### config.mk
export PLATFORM = sky130hd
export DESIGN_NAME = switch_input_ctrl
export DESIGN_NICKNAME = d
export VERILOG_FILES = /design/src/rtl/switch_input_ctrl.sv
export SDC_FILE = /design/constraint.sdc
export NUM_CORES = 1
export LEC_CHECK = 0
export CAP_MARGIN = 0
export CORE_MARGIN = 2
export CORE_UTILIZATION = 61
export DETAILED_ROUTE_END_ITERATION = 8
export GPL_TIMING_DRIVEN = 0
export MAX_ROUTING_LAYER = met4
export PLACE_DENSITY_LB_ADDON = 0.15
export SYNTH_ARGS = -nofsm -noshare
export SYNTH_HDL_FRONTEND = slang
export SYNTH_SLANG_ARGS = --single-unit
### constraint.sdc
create_clock -name clk -period 2.65 [get_ports clk]
set_input_delay 0.265 -clock clk [delete_from_list [all_inputs] [get_ports clk]]
set_output_delay 0.265 -clock clk [all_outputs]
set_load 0.005 [all_outputs]
### src/rtl/switch_input_ctrl.sv
// Debounced switch/button inputs with edge-triggered interrupts, exposed as a
// small Wishbone classic register block.

module switch_input_lane #(
    parameter int DEBOUNCE = 1000
) (
    input  logic clk,
    input  logic rst_n,
    input  logic sw,
    output logic raw,
    output logic state,
    output logic rise,
    output logic fall
);
    localparam int              CW       = $clog2(DEBOUNCE + 1);
    localparam logic [CW-1:0]   CNT_LAST = CW'(DEBOUNCE - 1);

    logic          meta;
    logic          state_d;
    logic [CW-1:0] cnt;

    always_ff @(posedge clk or negedge rst_n) begin
        if (!rst_n) begin
            meta <= 1'b0;
            raw  <= 1'b0;
        end else begin
            meta <= sw;
            raw  <= meta;
        end
    end

    // Counter only runs while the synchronised level disagrees with the debounced one.
    always_ff @(posedge clk or negedge rst_n) begin
        if (!rst_n) begin
            state <= 1'b0;
            cnt   <= '0;
        end else if (raw == state) begin
            cnt   <= '0;
        end else if (cnt == CNT_LAST) begin
            state <= ~state;
            cnt   <= '0;
        end else begin
            cnt   <= cnt + CW'(1);
        end
    end

    always_ff @(posedge clk or negedge rst_n) begin
        if (!rst_n) state_d <= 1'b0;
        else        state_d <= state;
    end

    assign rise = state & ~state_d;
    assign fall = ~state & state_d;
endmodule

module switch_input_ctrl #(
    parameter int WIDTH    = 16,
    parameter int DEBOUNCE = 1000
) (
    input  logic             clk,
    input  logic             rst_n,
    input  logic [WIDTH-1:0] i_sw,
    input  logic [4:0]       i_wb_adr,
    input  logic [31:0]      i_wb_dat,
    input  logic             i_wb_we,
    input  logic             i_wb_cyc,
    input  logic             i_wb_stb,
    output logic             o_wb_ack,
    output logic [31:0]      o_wb_rdt,
    output logic             o_irq
);
    localparam logic [2:0] REG_STATE   = 3'd0;
    localparam logic [2:0] REG_RAW     = 3'd1;
    localparam logic [2:0] REG_IE      = 3'd2;
    localparam logic [2:0] REG_RISE_EN = 3'd3;
    localparam logic [2:0] REG_FALL_EN = 3'd4;
    localparam logic [2:0] REG_PENDING = 3'd5;

    typedef struct packed {
        logic             we;
        logic [2:0]       sel;
        logic [WIDTH-1:0] mask;
    } wb_req_t;

    logic [WIDTH-1:0] raw, state, rise, fall;
    logic [WIDTH-1:0] ie, rise_en, fall_en, pending;
    logic [WIDTH-1:0] pend_set, pend_clr;
    logic [31:0]      rd_word;
    logic             wb_req_vld, wb_wr;
    wb_req_t          req;
    logic             unused_bits;

    generate
        for (genvar n = 0; n < WIDTH; n++) begin : g_lane
            switch_input_lane #(.DEBOUNCE(DEBOUNCE)) u_lane (
                .clk   (clk),
                .rst_n (rst_n),
                .sw    (i_sw[n]),
                .raw   (raw[n]),
                .state (state[n]),
                .rise  (rise[n]),
                .fall  (fall[n])
            );
        end
    endgenerate

    assign req         = '{we: i_wb_we, sel: i_wb_adr[4:2], mask: i_wb_dat[WIDTH-1:0]};
    assign unused_bits = &{1'b0, i_wb_adr[1:0], i_wb_dat};
    assign wb_req_vld  = i_wb_cyc & i_wb_stb & ~o_wb_ack;
    // Writes commit on the ack cycle, while the master still holds the request.
    assign wb_wr       = o_wb_ack & i_wb_cyc & i_wb_stb & req.we;

    always_comb begin
        rd_word = '0;
        case (req.sel)
            REG_STATE:   rd_word[WIDTH-1:0] = state;
            REG_RAW:     rd_word[WIDTH-1:0] = raw;
            REG_IE:      rd_word[WIDTH-1:0] = ie;
            REG_RISE_EN: rd_word[WIDTH-1:0] = rise_en;
            REG_FALL_EN: rd_word[WIDTH-1:0] = fall_en;
            REG_PENDING: rd_word[WIDTH-1:0] = pending;
            default:     rd_word = '0;
        endcase
    end

    always_ff @(posedge clk or negedge rst_n) begin
        if (!rst_n) begin
            o_wb_ack <= 1'b0;
            o_wb_rdt <= '0;
        end else begin
            o_wb_ack <= wb_req_vld;
            o_wb_rdt <= wb_req_vld ? rd_word : 32'd0;
        end
    end

    always_ff @(posedge clk or negedge rst_n) begin
        if (!rst_n) begin
            ie      <= '0;
            rise_en <= '0;
            fall_en <= '0;
        end else if (wb_wr) begin
            case (req.sel)
                REG_IE:      ie      <= req.mask;
                REG_RISE_EN: rise_en <= req.mask;
                REG_FALL_EN: fall_en <= req.mask;
                default: ;
            endcase
        end
    end

    // A new event wins over a simultaneous write-one-to-clear of the same bit.
    assign pend_set = (rise & rise_en) | (fall & fall_en);
    assign pend_clr = (wb_wr && req.sel == REG_PENDING) ? req.mask : '0;

    always_ff @(posedge clk or negedge rst_n) begin
        if (!rst_n) pending <= '0;
        else        pending <= (pending & ~pend_clr) | pend_set;
    end

    assign o_irq = |(pending & ie);
endmodule

* After elaboration in Yosys (flattened, before gate mapping) *
Index checks and enable logic that the tools add are counted.

word-level totals
  word-level logic and storage cells = 289
  register bits after elaboration = 305

operators by class
  equality and inequality tests = 37
  reductions and logical operators = 22
  $add $sub $neg = 16
  muxes and demuxes = 35
  bitwise gates (word level) = 93

operators with widths
  kind                                                             number
  10-bit 2-to-1 mux                                                32
  10-bit by 1-bit adder with 10-bit output, second input constant  16
  10-bit == test, second input constant                            16
  16-bit one-hot mux with 6 select lines                           1
  16-bit bitwise AND                                               4
  1-bit inverter                                                   49
  2-bit AND reduction                                              19
  1-bit bitwise AND                                                37
  16-bit 2-to-1 mux                                                2
  16-bit bitwise OR                                                2
  1-bit == test                                                    16
  16-bit inverter                                                  1
  16-bit OR reduction                                              1
  3-bit by 2-bit == test with 1-bit output, second input constant  2
  3-bit == test, second input constant                             2
  3-bit by 1-bit == test with 1-bit output, second input constant  1
  3-bit zero test                                                  1
  1-bit logical AND                                                1

* Depth between registers and ports, before layout *
Gate-level depths: netlist of the first run.

  word-level depth = 8
  mapped depth = 7
  mapped depth without buffers = 5

* By module *
A second synthesis of the first run with hierarchy kept.

unflattened totals
  cells, all modules = 1256
  area, all modules = 14425.1 µm²

modules (own cells, without submodules)
  module             sequential area each (µm²)  area an instance (µm²)  cells each  times used
  switch_input_lane  350.3                       644.4                   58          16
  switch_input_ctrl  2026.9                      4115.2                  328         1

* Worst setup path before layout of the first run *
Ideal clock, no wire load.

  kind = register -> register
  start point = register g_lane[0].u_lane.cnt[0]
  end point = register g_lane[0].u_lane.state
  path slack = 1.100 ns
  stages on the path, launching flop included = 5
  period minus slack after synthesis = 1.550 ns
  arrival time = 1.422 ns
  cells stage by stage = dfrtp_1 ha_1 nand2_1 or4_1 mux2_1

between the ends
  word-level cells in the longest chain between the ends = 2

RTL lines
  element                        line  source
  start: declaration             20    logic [CW-1:0] cnt;
  start signal: assignment       43    cnt <= cnt + CW'(1);
  10-bit == test                 39    end else if (cnt == CNT_LAST) begin
  2-bit AND reduction (no line)  -
  end signal: assignment         40    state <= ~state;
  end: declaration               11    output logic state,

Every way passes these cells.
A chain may end at the register's enable or synchronous reset.

* Worst setup path in the final report of the first run *
  start point = register ie[13]
  end point = output o_irq

between the ends
  word-level cells in the longest chain between the ends = 2

RTL lines
  element                   line  source
  start: declaration        86    logic [WIDTH-1:0] ie, rise_en, fall_en, pending;
  start signal: assignment  143   REG_IE: ie <= req.mask;
  16-bit bitwise AND        160   assign o_irq = |(pending & ie);
  16-bit OR reduction       160
  end: declaration          70    output logic o_irq

Every way passes these cells.

==> results.md, run 1 <==
- Status: completed
- Max_cap viols: 0
- Final HPWL DP: 18000 um
- Vias in the first global route: 9281
- IO buf count: 56
- Worst-margin pin slew: 0.759 ns
- Min Clock Period, post-route: 2.47 ns
- FFs w/ async S/R, synth: 100%
- Register area share after synthesis: 56.6%
- Global-route wire length before repair: 45400 um
- Critical Path Max Stage Delay: 0.50 ns
- Critical Path End: o_irq
- DRT iter0 DRCs: 631
- Peak supply drop: 0.506 mV
- Cell family with most CP delay: compound AO/OA/AOI/OAI gates
- DR WL/cell: 16.1 um
- Metal2 WL: 13100 um
- CP Data Required Time: 2.38 ns
- Post-Syn Area per Cell: 10.7 um^2
- GP Congestion: 0.875
- Crit share post-route: 93.3%
- Reg2reg end: ie[14]$_DFFE_PN0P_
- Critical path depth: 4
- Worst Clk Skew: 0.00630 ns
- Leakage power: 6.84 nW
- DR pass1 iterations: 5
- H-tree levels: 2
- Final hold slack: 0.185 ns
- Crit path launch: ie[13]$_DFFE_PN0P_
- Vert. Die Dim: 153 um
- IO Count: 92
- PnR Total Power: 0.0102 W
- R2R Path Start: o_wb_ack$_DFF_PN0_
- Internal power: 0.00781 W
- CTS tree: yes
- Logic pwr share: 6.2%
- Global route total overflow: 0
- Post-route cell area: 0.0156 mm^2
- NumNets Final: 1445
- R2r setup slk: 0.69 ns
- Ant. Diodes: 0
- Post-synth top area share: 56.6%
- YS warnings: 0
- Met1 WL: 11800 um
- Commonest non-fill, non-tap cells in the layout: 305 x dfrtp_1, 189 x nor2_1, 127 x nand2_1
- Final Hold Fails: 0
- Worst path slowest cell: clkdlybuf4s50_1
- Die width: 153 um
- R2R cell count: 4
- Worst slew margin: 49.2%
- Core footprint: 0.0218 mm^2
- Total Die Area: 0.0233 mm^2
- Vias: 9253
- Hold_sp: i_sw[3]
- Worst-path cell chain: a22o_1, a221oi_2, nand4_1, clkdlybuf4s50_1
- Clock Path Buffers: 3
- RSZ-0062 raised after global routing: no
- Sequential power share: 48.6%
- Main synth FF type: dfrtp_1
- CP Max Fanout: 3
- Post-DRT Antenna Nets: 0
- Crit path launch type: flip-flop
- Reg clk slew, reported paths: 0.06 ns
- Setup violators final: 0
- Yosys cell types: 49
- Clock latency on the worst-skew pair: 0.51 ns
- Syn Inst Count: 1260
- Starting Density: 62.0%
- CTS Sinks: 305
- DP Area: 0.0145 mm^2
- Final wirelength: 27000 um
- PD cells: 652 mW/mm^2
- Layout cells sized above 1: 10.3%
- Clock power share: 45.2%
- Switching power: 0.00238 W
- Largest net degree at the start of global routing: 126
- Total GRT Usage: 24.6%
- WP buf/inv: 1
- Final Max Slew Viols: 0
- DR top layer: met4
- CTS Buf Count: 35
- Post-CTS Repair Setup Buffers: 0
- Mapped cell area: 0.0135 mm^2
- Num rows: 54
- Synth area leader: dfrtp_1
- Fmax: 405 MHz
- Critical path class: reg2out
- Post-synth EDFFs: 0
- Length of routed met3 wiring: 1420 um
- Synthesis-to-finish area growth: 15.9%
- CP Capture Type: output port
- Arrival time worst endpoint: 2.21 ns
- DRC errors left: 0
- DR vias/cell: 5.52
- Most common cell after layout, fill and taps aside: dfrtp_1
- CTS root buffer: clkbuf_16
- Switching Fraction: 23.3%
- Seq cells post-synth: 305
- Initial antenna violation count: 0
- Hold WC Path Type: in2reg
- Dominant cells by area after synthesis: dfrtp_1 57%, xnor2_1 6.0%, nor2_1 5.3%
==> power groups by stage <==
| stage | Sequential (W) | Combinational [W] | Clock, W |
|---|---|---|---|
| finish | 0.00495 | 0.000632 | 0.00461 |
| floorplan | 0.00499 | 0.000361 | 0 |
| detailed placement | 0.00503 | 0.000632 | 0 |
| global placement | 0.00503 | 0.000606 | 0 |
| global route | 0.00497 | 0.000712 | 0.00488 |
| CTS | 0.00495 | 0.000639 | 0.00470 |
==> through the flow <==
stage	instances	utilization [%]	setup TNS, ns	setup WS, ns
6_report	1675	71.9	0	0.178
5_1_grt	1675	71.9	0	0.156
4_1_cts	1675	71.9	0	0.0942
3_5_place_dp	1613	66.8	0	0.275
3_3_place_gp	1611	66.5	-3516.50	-11.55
2_1_floorplan	1275	-	0	1.10
==> area by class of cell <==
cell class	count	area, um^2
clock buffers	42	932
multi-input cells	875	5440
inverters	40	150
repair buffers	59	631
clock inverters	19	174
plain buffers	55	339
fillers	1600	6110
flip-flops and latches	305	7630
well taps	280	350
==> sequential cells by signal, summed over array words and instances, names as in the netlist <==
| signal | cells |
|---|---|
| g_lane.u_lane.state | 16 |
| g_lane.u_lane.meta | 16 |
| o_wb_rdt | 16 |
| g_lane.u_lane.state_d | 16 |
| g_lane.u_lane.raw | 16 |
| fall_en | 16 |
| rise_en | 16 |
| g_lane.u_lane.cnt | 160 |
| o_wb_ack | 1 |
| pending | 16 |
| ie | 16 |
==> synthesized netlist by cell type (2+ instances only) <==
| cell | count |
|---|---|
| nor2_1 | 189 |
| a211o_1 | 3 |
| buf_4 | 19 |
| or2_2 | 3 |
| nor4_1 | 4 |
| nand2_1 | 127 |
| mux2_1 | 9 |
| xor2_1 | 51 |
| nand4_1 | 33 |
| mux2i_1 | 31 |
| o21ai_0 | 29 |
| nor3b_1 | 7 |
| buf_1 | 2 |
| nor3_1 | 43 |
| nand3b_1 | 23 |
| and4_1 | 2 |
| dfrtp_1 | 305 |
| a21oi_1 | 8 |
| nor2b_1 | 2 |
| o21a_1 | 11 |
| inv_1 | 39 |
| o21ai_1 | 5 |
| buf_6 | 6 |
| xnor2_1 | 93 |
| nand4bb_1 | 3 |
| buf_2 | 13 |
| o211ai_1 | 16 |
| nand3_1 | 34 |
| nand2b_1 | 19 |
| a221oi_1 | 4 |
| and2_1 | 15 |
| ha_1 | 16 |
| mux2_2 | 21 |
| o22ai_1 | 22 |
| a31oi_1 | 3 |
| a22o_1 | 4 |
| clkbuf_1 | 15 |
| o21ai_2 | 16 |
| or3_1 | 5 |
==> per-layer routing <==
metal  vias up  GRT usage, %
li1       4421             -
met1      4545          32.3
met2       231          39.2
met3        56          4.27
met4         0          8.33
met5         -             -
==> worst reg2reg max path: stages (launching register included) <==
cell and delay (ns):
dfrtp_1 0.37, nand4_1 0.25, nor3_4 0.62, buf_6 0.26, mux2_1 0.34
==> how the worst min path moves through the flow <==
stage	endpoint	depth (start not counted)	slack, ns
final	g_lane[3].u_lane.meta$_DFF_PN0_	1	0.19
after global routing	g_lane[9].u_lane.meta$_DFF_PN0_	1	0.18
after CTS	g_lane[3].u_lane.meta$_DFF_PN0_	1	0.17
after detailed placement	g_lane[7].u_lane.cnt[8]$_DFF_PN0_	1	0.32
after global placement	g_lane[3].u_lane.raw$_DFF_PN0_	0	0.33
after floorplan	fall_en[0]$_DFFE_PN0P_	0	-0.03
==> kinds of logic after synthesis <==
kind of cell    after synthesis  share of synthesized area (%)
simple gates                514                           17.8
flops                       305                           56.6
xor+xnor                    144                           9.35
compound gates              122                           6.04
buf+inv                      95                           3.63
mux                          63                           5.08
fa+ha+maj                    16                           1.48
other cells                   1                         0.0278
==> repair_timing <==
item,in CTS,in global routing
gates resized for setup,0,1
endpoints found under the setup margin,0,1
hold endpoints to repair,93,0
hold buffers,1,0
Note: power is estimated with default switching activity, not from simulation.
==> run 2: changes to the inputs <==
CTS_CLUSTER_SIZE = 40   (was unset)
==> results.md, run 2 (synthesized netlist as in run 1, its figures left out) <==
- Ant. Diodes: 0 (unchanged)
- Worst Hold End: g_lane[7].u_lane.meta$_DFF_PN0_ (was g_lane[3].u_lane.meta$_DFF_PN0_)
- Switching power: 0.00235 W (was 0.00238 W)
- Min-Delay Path Depth: 1 (unchanged)
- DRT iter0 DRCs: 574 (was 631)
- Fmax: 394 MHz (was 405 MHz)
- Total Die Area: 0.0233 mm^2 (unchanged)
- Vert. Die Dim: 153 um (unchanged)
- Commonest non-fill, non-tap cells in the layout: 305 x dfrtp_1, 189 x nor2_1, 127 x nand2_1 (unchanged)
- Final Hold Fails: 0 (unchanged)
- CTS Sinks: 305 (unchanged)
- Reg clk slew, reported paths: 0.06 ns (about the same)
- Crit share post-route: 95.8% (was 93.3%)
- Core footprint: 0.0218 mm^2 (unchanged)
- Total GRT Usage: 24.4% (was 24.6%)
- Most Crowded Layer GR: met2 (unchanged)
- Most common cell after layout, fill and taps aside: dfrtp_1 (unchanged)
- Critical path class: reg2out (unchanged)
- Post-CTS Repair Setup Buffers: 0 (unchanged)
- Worst-margin pin slew: 0.719 ns (was 0.759 ns)
- Global-route wire length before repair: 45300 um (was 45400 um)
- Post-CTS sizing: 0 (unchanged)
- Status: completed (unchanged)
- Largest net degree at the start of global routing: 126 (unchanged)
- RSZ-0062 raised after global routing: no (unchanged)
- Switching Fraction: 22.9% (was 23.3%)
- Setup violators final: 0 (unchanged)
- Final wirelength: 26900 um (was 27000 um)
- Internal power: 0.00792 W (was 0.00781 W)
- CTS root buffer: clkbuf_16 (unchanged)
- CP Capture Type: output port (unchanged)
- Most flop-heavy register: g_lane.u_lane.cnt (unchanged)
- Met1 usage: 32.5% (was 32.3%)
- CP Max Fanout: 3 (unchanged)
- Worst slew margin: 51.9% (was 49.2%)
- NumNets Final: 1445 (unchanged)
- Crit path launch type: flip-flop (unchanged)
- H-tree levels: 2 (unchanged)
- Synthesis-to-finish area growth: 16.1% (was 15.9%)
- DP Area: 0.0145 mm^2 (unchanged)
- DR WL/cell: 16.1 um (about the same)
- PD cells: 655 mW/mm^2 (was 652 mW/mm^2)
- IO Count: 92 (unchanged)
- Leakage power: 6.85 nW (was 6.84 nW)
- Min Clock Period, post-route: 2.54 ns (was 2.47 ns)
- Global route total overflow: 0 (unchanged)
- Vias: 9239 (was 9253)
- IO buf count: 56 (unchanged)
- Clock power share: 45.6% (was 45.2%)
- Peak supply drop: 0.473 mV (was 0.506 mV)
- Met3 Track Usage GR: 4.12% (was 4.27%)
- Clock Path Buffers: 3 (unchanged)
- Layout cells sized above 1: 10.2% (was 10.3%)
- Arrival time worst endpoint: 2.27 ns (was 2.21 ns)
- Final hold slack: 0.193 ns (was 0.185 ns)
- Hold_sp: i_sw[7] (was i_sw[3])
- Die width: 153 um (unchanged)
- Max_cap viols: 0 (unchanged)
- R2r setup slk: 0.70 ns (was 0.69 ns)
- Post-DRT Antenna Nets: 0 (unchanged)
- Reg2reg end: ie[10]$_DFFE_PN0P_ (was ie[14]$_DFFE_PN0P_)
- Initial antenna violation count: 0 (unchanged)
- Logic pwr share: 6.1% (was 6.2%)
- CP Data Required Time: 2.38 ns (about the same)
- Worst Clk Skew: 0.0118 ns (was 0.00630 ns)
- DR pass1 iterations: 5 (unchanged)
- Max reg flops: 160 (unchanged)
- CTS Buf Count: 35 (unchanged)
- Post-route cell area: 0.0157 mm^2 (was 0.0156 mm^2)
- GP Congestion: 0.875 (unchanged)
- R2R Path Start: o_wb_ack$_DFF_PN0_ (unchanged)
- PnR Total Power: 0.0103 W (was 0.0102 W)
- Hold WC Path Type: in2reg (unchanged)
- Grt met2 use: 38.7% (was 39.2%)
- DR vias/cell: 5.52 (about the same)
- DRC errors left: 0 (unchanged)
- Starting Density: 62.0% (unchanged)
- R2R cell count: 4 (unchanged)
- Clock latency on the worst-skew pair: 0.51 ns (about the same)
- Sequential power share: 48.3% (was 48.6%)
- Final HPWL DP: 18000 um (unchanged)
- Vias in the first global route: 9250 (was 9281)
- Final Max Slew Viols: 0 (unchanged)
- Num rows: 54 (unchanged)
- CTS tree: yes (unchanged)
==> run 2: changes by cell type in the layout (fill, tap and decap cells not counted) <==
cell	delta
a221oi_1	+1
a221oi_2	-1
clkbuf_16	+2
clkinv_2	-1
clkinvlp_4	+1
inv_6	-3
==> run 2: worst max-delay path, cell delays in order, from the launching register on <==
cell and delay (ns):
dfrtp_1 0.41, a22o_1 0.24, a221oi_1 0.37, nand4_1 0.24, clkdlybuf4s50_1 0.51
==> run 2: metrics by stage <==
step,cells,setup slack [ns],setup TNS (ns),utilization [%]
after CTS,1674,0.156,0,72.0
final,1674,0.111,0,72.0
after detailed placement,1613,0.275,0,66.8
after global placement,1611,-11.55,-3516.50,66.5
after floorplan,1275,1.10,0,-
after global routing,1674,0.114,0,72.0
==> run 2: layer usage <==
metal,vias up,part of all wire [%]
li1,4419,-
met1,4533,44
met2,224,48
met3,63,5.2
met4,0,2.8
met5,-,0
==> run 2: worst max-delay path by stage <==
stage	from	slack (ns)	endpoint	depth (start not counted)
after floorplan	g_lane[0].u_lane.cnt[0]$_DFF_PN0_	1.10	g_lane[0].u_lane.state$_DFFE_PN0P_	4
after global placement	rst_n	-11.55	g_lane[0].u_lane.cnt[8]$_DFF_PN0_	1
final	ie[13]$_DFFE_PN0P_	0.11	o_irq	4
after CTS	ie[13]$_DFFE_PN0P_	0.16	o_irq	4
after detailed placement	i_wb_adr[4]	0.28	ie[14]$_DFFE_PN0P_	6
after global routing	ie[13]$_DFFE_PN0P_	0.11	o_irq	4
==> run 2: area by class of cell <==
cell class / instances / area [um^2]
Multi-Input combinational cell: 875 / 5430
Sequential cell: 305 / 7630
Fill cell: 1606 / 6090
Timing Repair Buffer: 59 / 631
Clock buffer: 44 / 982
Clock inverter: 16 / 150
Tap cell: 280 / 350
Buffer: 55 / 339
Inverter: 40 / 150
==> run 2: what timing repair did <==
action                                  CTS  global route
hold buffers                              1             0
endpoints found under the hold margin    93             0
endpoints found under the setup margin    0             0
==> run 2: power by group through the flow <==
stage | clock network, W | logic (W) | registers (W)
finish | 0.00468 | 0.000629 | 0.00495
global route | 0.00497 | 0.000709 | 0.00497
CTS | 0.00478 | 0.000638 | 0.00495
detailed placement | 0 | 0.000632 | 0.00503
global placement | 0 | 0.000606 | 0.00503
floorplan | 0 | 0.000361 | 0.00499
==> run 3: changes to the inputs <==
ABC_AREA = 1   (was unset)
==> results.md, run 3 <==
- Most common cell after layout, fill and taps aside: nand2_1 (was dfrtp_1)
- YS warnings: 0 (unchanged)
- Dpl ws: 0.599 ns (was 0.275 ns)
- Critical Path Max Stage Delay: 0.49 ns (was 0.51 ns)
- Synth area leader: dfrtp_1 (unchanged)
- FFs w/ async S/R, synth: 100% (unchanged)
- Crit path launch type: flip-flop (unchanged)
- Final HPWL DP: 20700 um (was 18000 um)
- Post-synth EDFFs: 0 (unchanged)
- Clock latency on the worst-skew pair: 0.51 ns (about the same)
- GP Congestion: 0.911 (was 0.875)
- Register area share after synthesis: 53.6% (was 56.6%)
- Final Max Slew Viols: 0 (unchanged)
- Vias: 11600 (was 9239)
- Vias in the first global route: 11200 (was 9250)
- H-tree levels: 2 (unchanged)
- Fmax: 454 MHz (was 394 MHz)
- Syn Inst Count: 1715 (was 1260)
- Crit share post-route: 83.2% (was 95.8%)
- RSZ-0062 raised after global routing: no (unchanged)
- Post-CTS Repair Setup Buffers: 0 (unchanged)
- Multiplexer share of the synthesized area: 0% (was 5.08%)
- Post-CTS sizing: 0 (unchanged)
- Leakage power: 8.07 nW (was 6.85 nW)
- Worst path slowest cell: clkdlybuf4s50_1 (unchanged)
- Worst slew margin: 50.8% (was 51.9%)
- Global-route wire length before repair: 52800 um (was 45300 um)
- Top post-synthesis cells by count: 347 x nand2_1, 305 x dfrtp_1, 276 x nor2_1 (was 305 x dfrtp_1, 189 x nor2_1, 127 x nand2_1)
- Synthesis-to-finish area growth: 15.7% (was 16.1%)
- Num rows: 55 (was 54)
- Clock power share: 46.5% (was 45.6%)
- DRC errors left: 0 (unchanged)
- Total GRT Usage: 27.4% (was 24.4%)
- Min-Delay Path Depth: 1 (unchanged)
- Simple-Gate Fraction of Synth Area: 27.9% (was 17.8%)
- CTS Buf Count: 34 (was 35)
- Post-synth top area share: 53.6% (was 56.6%)
- CTS root buffer: clkbuf_16 (unchanged)
- R2R Path Start: o_wb_ack$_DFF_PN0_ (unchanged)
- Final wirelength: 31400 um (was 26900 um)
- Layout cells sized above 1: 7.04% (was 10.2%)
- DRT iter0 DRCs: 1076 (was 574)
- Mapped cell area: 0.0142 mm^2 (was 0.0135 mm^2)
- Arrival time worst endpoint: 1.94 ns (was 2.27 ns)
- Logic pwr share: 6.4% (was 6.1%)
- CP Data Required Time: 2.38 ns (about the same)
- NumNets Final: 1897 (was 1445)
- Core footprint: 0.0228 mm^2 (was 0.0218 mm^2)
- Status: completed (unchanged)
- Worst-margin pin slew: 0.737 ns (was 0.719 ns)
- R2R cell count: 6 (was 4)
- Setup_tns: 0 ns (unchanged)
- Hold_buf cts: 1 (unchanged)
- DR vias/cell: 5.35 (was 5.52)
- Dominant cells by area after synthesis: dfrtp_1 54%, nand2_1 9.1%, nor2_1 7.3% (was dfrtp_1 57%, xnor2_1 6.0%, nor2_1 5.3%)
- Final hold slack: 0.194 ns (was 0.193 ns)
- Vert. Die Dim: 157 um (was 153 um)
- Max reg flops: 160 (unchanged)
- Largest family of logic cells by synthesized area: simple AND/OR/NAND/NOR gates (unchanged)
- Internal power: 0.00807 W (was 0.00792 W)
- Main synth FF type: dfrtp_1 (unchanged)
- Post-Syn Area per Cell: 8.30 um^2 (was 10.7 um^2)
- Final Hold Fails: 0 (unchanged)
- Seq cells post-synth: 305 (unchanged)
- Worst Hold End: g_lane[7].u_lane.meta$_DFF_PN0_ (unchanged)
- Most flop-heavy register: g_lane.u_lane.cnt (unchanged)
- IO Count: 92 (unchanged)
- CP Max Fanout: 3 (unchanged)
- Switching power: 0.00240 W (was 0.00235 W)
- IO buf count: 54 (was 56)
- Worst Clk Skew: 0.0198 ns (was 0.0118 ns)
- Initial antenna violation count: 2 (was 0)
- Top-count cell post-synth: nand2_1 (was dfrtp_1)
- R2r setup slk: 1.00 ns (was 0.70 ns)
- Compound-Gate Fraction of Synth Area: 5.25% (was 6.04%)
- WP buf/inv: 1 (unchanged)
- Reg clk slew, reported paths: 0.06 ns (about the same)
- PD cells: 636 mW/mm^2 (was 655 mW/mm^2)
- Post-DRT Antenna Nets: 0 (unchanged)
- Adder-cell share of the synthesized area: 1.41% (was 1.48%)
- Reg2reg end: rise_en[10]$_DFFE_PN0P_ (was ie[10]$_DFFE_PN0P_)
- Cell family with most CP delay: buffers and inverters (was compound AO/OA/AOI/OAI gates)
- DR WL/cell: 14.5 um (was 16.1 um)
- Critical path class: reg2out (unchanged)
- Peak supply drop: 0.571 mV (was 0.473 mV)
- CTS tree: yes (unchanged)
- Worst-path cell chain: nand2_1, nand4_1, a21oi_1, nand3_1, clkdlybuf4s50_1 (was a22o_1, a221oi_1, nand4_1, clkdlybuf4s50_1)
- Critical path depth: 5 (was 4)
- Total Die Area: 0.0246 mm^2 (was 0.0233 mm^2)
- Starting Density: 62.5% (was 62.0%)
- Synthesized-area fraction occupied by xor and xnor cells: 3.64% (was 9.35%)
- Largest net degree at the start of global routing: 127 (was 126)
- Die width: 157 um (was 153 um)
- Yosys cell types: 30 (was 49)
- Sequential power share: 47.1% (was 48.3%)
- Min Clock Period, post-route: 2.20 ns (was 2.54 ns)
- Max_cap viols: 0 (unchanged)
- Setup violators final: 0 (unchanged)
- Switching Fraction: 22.9% (about the same)
- Commonest non-fill, non-tap cells in the layout: 347 x nand2_1, 305 x dfrtp_1, 276 x nor2_1 (was 305 x dfrtp_1, 189 x nor2_1, 127 x nand2_1)
- Hold_sp: i_sw[7] (unchanged)
- CP Capture Type: output port (unchanged)
- Setup slack after layout: 0.446 ns (was 0.111 ns)
- DR pass1 iterations: 6 (was 5)
- CTS Sinks: 305 (unchanged)
- Hold WC Path Type: in2reg (unchanged)
- Global route total overflow: 0 (unchanged)
- Clock Path Buffers: 3 (unchanged)
[run 3: changes by cell type after synthesis, moves of 21 or more]
| cell | previous run | this run |
|---|---|---|
| a21oi_1 | 8 | 62 |
| xnor2_1 | 93 | 2 |
| mux2i_1 | 31 | 0 |
| inv_1 | 39 | 203 |
| o21ai_1 | 5 | 74 |
| o22ai_1 | 22 | 0 |
| nand4_1 | 33 | 55 |
| nand3b_1 | 23 | 0 |
| mux2_2 | 21 | 0 |
| nand3_1 | 34 | 193 |
| o21ai_0 | 29 | 6 |
| nand2_1 | 127 | 347 |
| nor2_1 | 189 | 276 |
[run 3: cell type report]
type / count / area [um^2]
Antenna cell: 2 / 5.00
Buffer: 52 / 363
Clock buffer: 46 / 987
Clock inverter: 14 / 181
Fill cell: 1722 / 6300
Inverter: 215 / 810
Multi-Input combinational cell: 1158 / 5490
Sequential cell: 305 / 7630
Tap cell: 313 / 392
Timing Repair Buffer: 57 / 611
[run 3: worst max-delay path by stage]
stage,start,slack [ns],endpoint
floorplan,g_lane[5].u_lane.cnt[0]$_DFF_PN0_,1.40,g_lane[5].u_lane.cnt[6]$_DFF_PN0_
global placement,rst_n,-11.64,g_lane[13].u_lane.cnt[2]$_DFF_PN0_
detailed placement,i_wb_stb,0.60,o_wb_rdt[7]$_DFF_PN0_
CTS,ie[2]$_DFFE_PN0P_,0.47,o_irq
global route,ie[2]$_DFFE_PN0P_,0.42,o_irq
finish,pending[0]$_DFF_PN0_,0.45,o_irq
[run 3: logic make-up after synthesis]
kind of cell,count (synthesis)
buffers and inverters,267
adder cells (fa/ha/maj),16
other,1
flip-flops,305
AND/OR/NAND/NOR,925
XOR/XNOR,54
AO/OA/AOI/OAI,147
[run 3: power groups by stage]
stage | sequential (W) | clock (W) | combinational, W
2_1_floorplan | 0.00499 | 0 | 0.000364
3_3_place_gp | 0.00502 | 0 | 0.000637
3_5_place_dp | 0.00502 | 0 | 0.000660
4_1_cts | 0.00493 | 0.00495 | 0.000666
5_1_grt | 0.00495 | 0.00514 | 0.000756
6_report | 0.00494 | 0.00487 | 0.000665
[run 3: worst reg2reg max path: stages (launching register included)]
cell and delay [ns]:
dfrtp_1 0.37, nand2_1 0.09, nor2_4 0.18, nand4_1 0.26, clkbuf_1 0.39, nand2_1 0.16
o21ai_1 0.07
[run 3: layer usage]
metal	wire [um]	global-route usage, %	share of wire, %
met1	13700	36.4	44
met2	14600	42.5	47
met3	2040	4.38	6.5
met4	1030	10.8	3.3
met5	0	-	0
[run 3: through the flow]
step / total power (W) / utilization, % / area [um^2] / std cells
2_1_floorplan: 0.00535 / - / 14300 / 1730
6_report: 0.0105 / 72.3 / 16500 / 2162
3_5_place_dp: 0.00568 / 67.1 / 15300 / 2099
5_1_grt: 0.0108 / 72.3 / 16500 / 2162
4_1_cts: 0.0106 / 72.3 / 16500 / 2160
3_3_place_gp: 0.00566 / 66.9 / 15200 / 2097
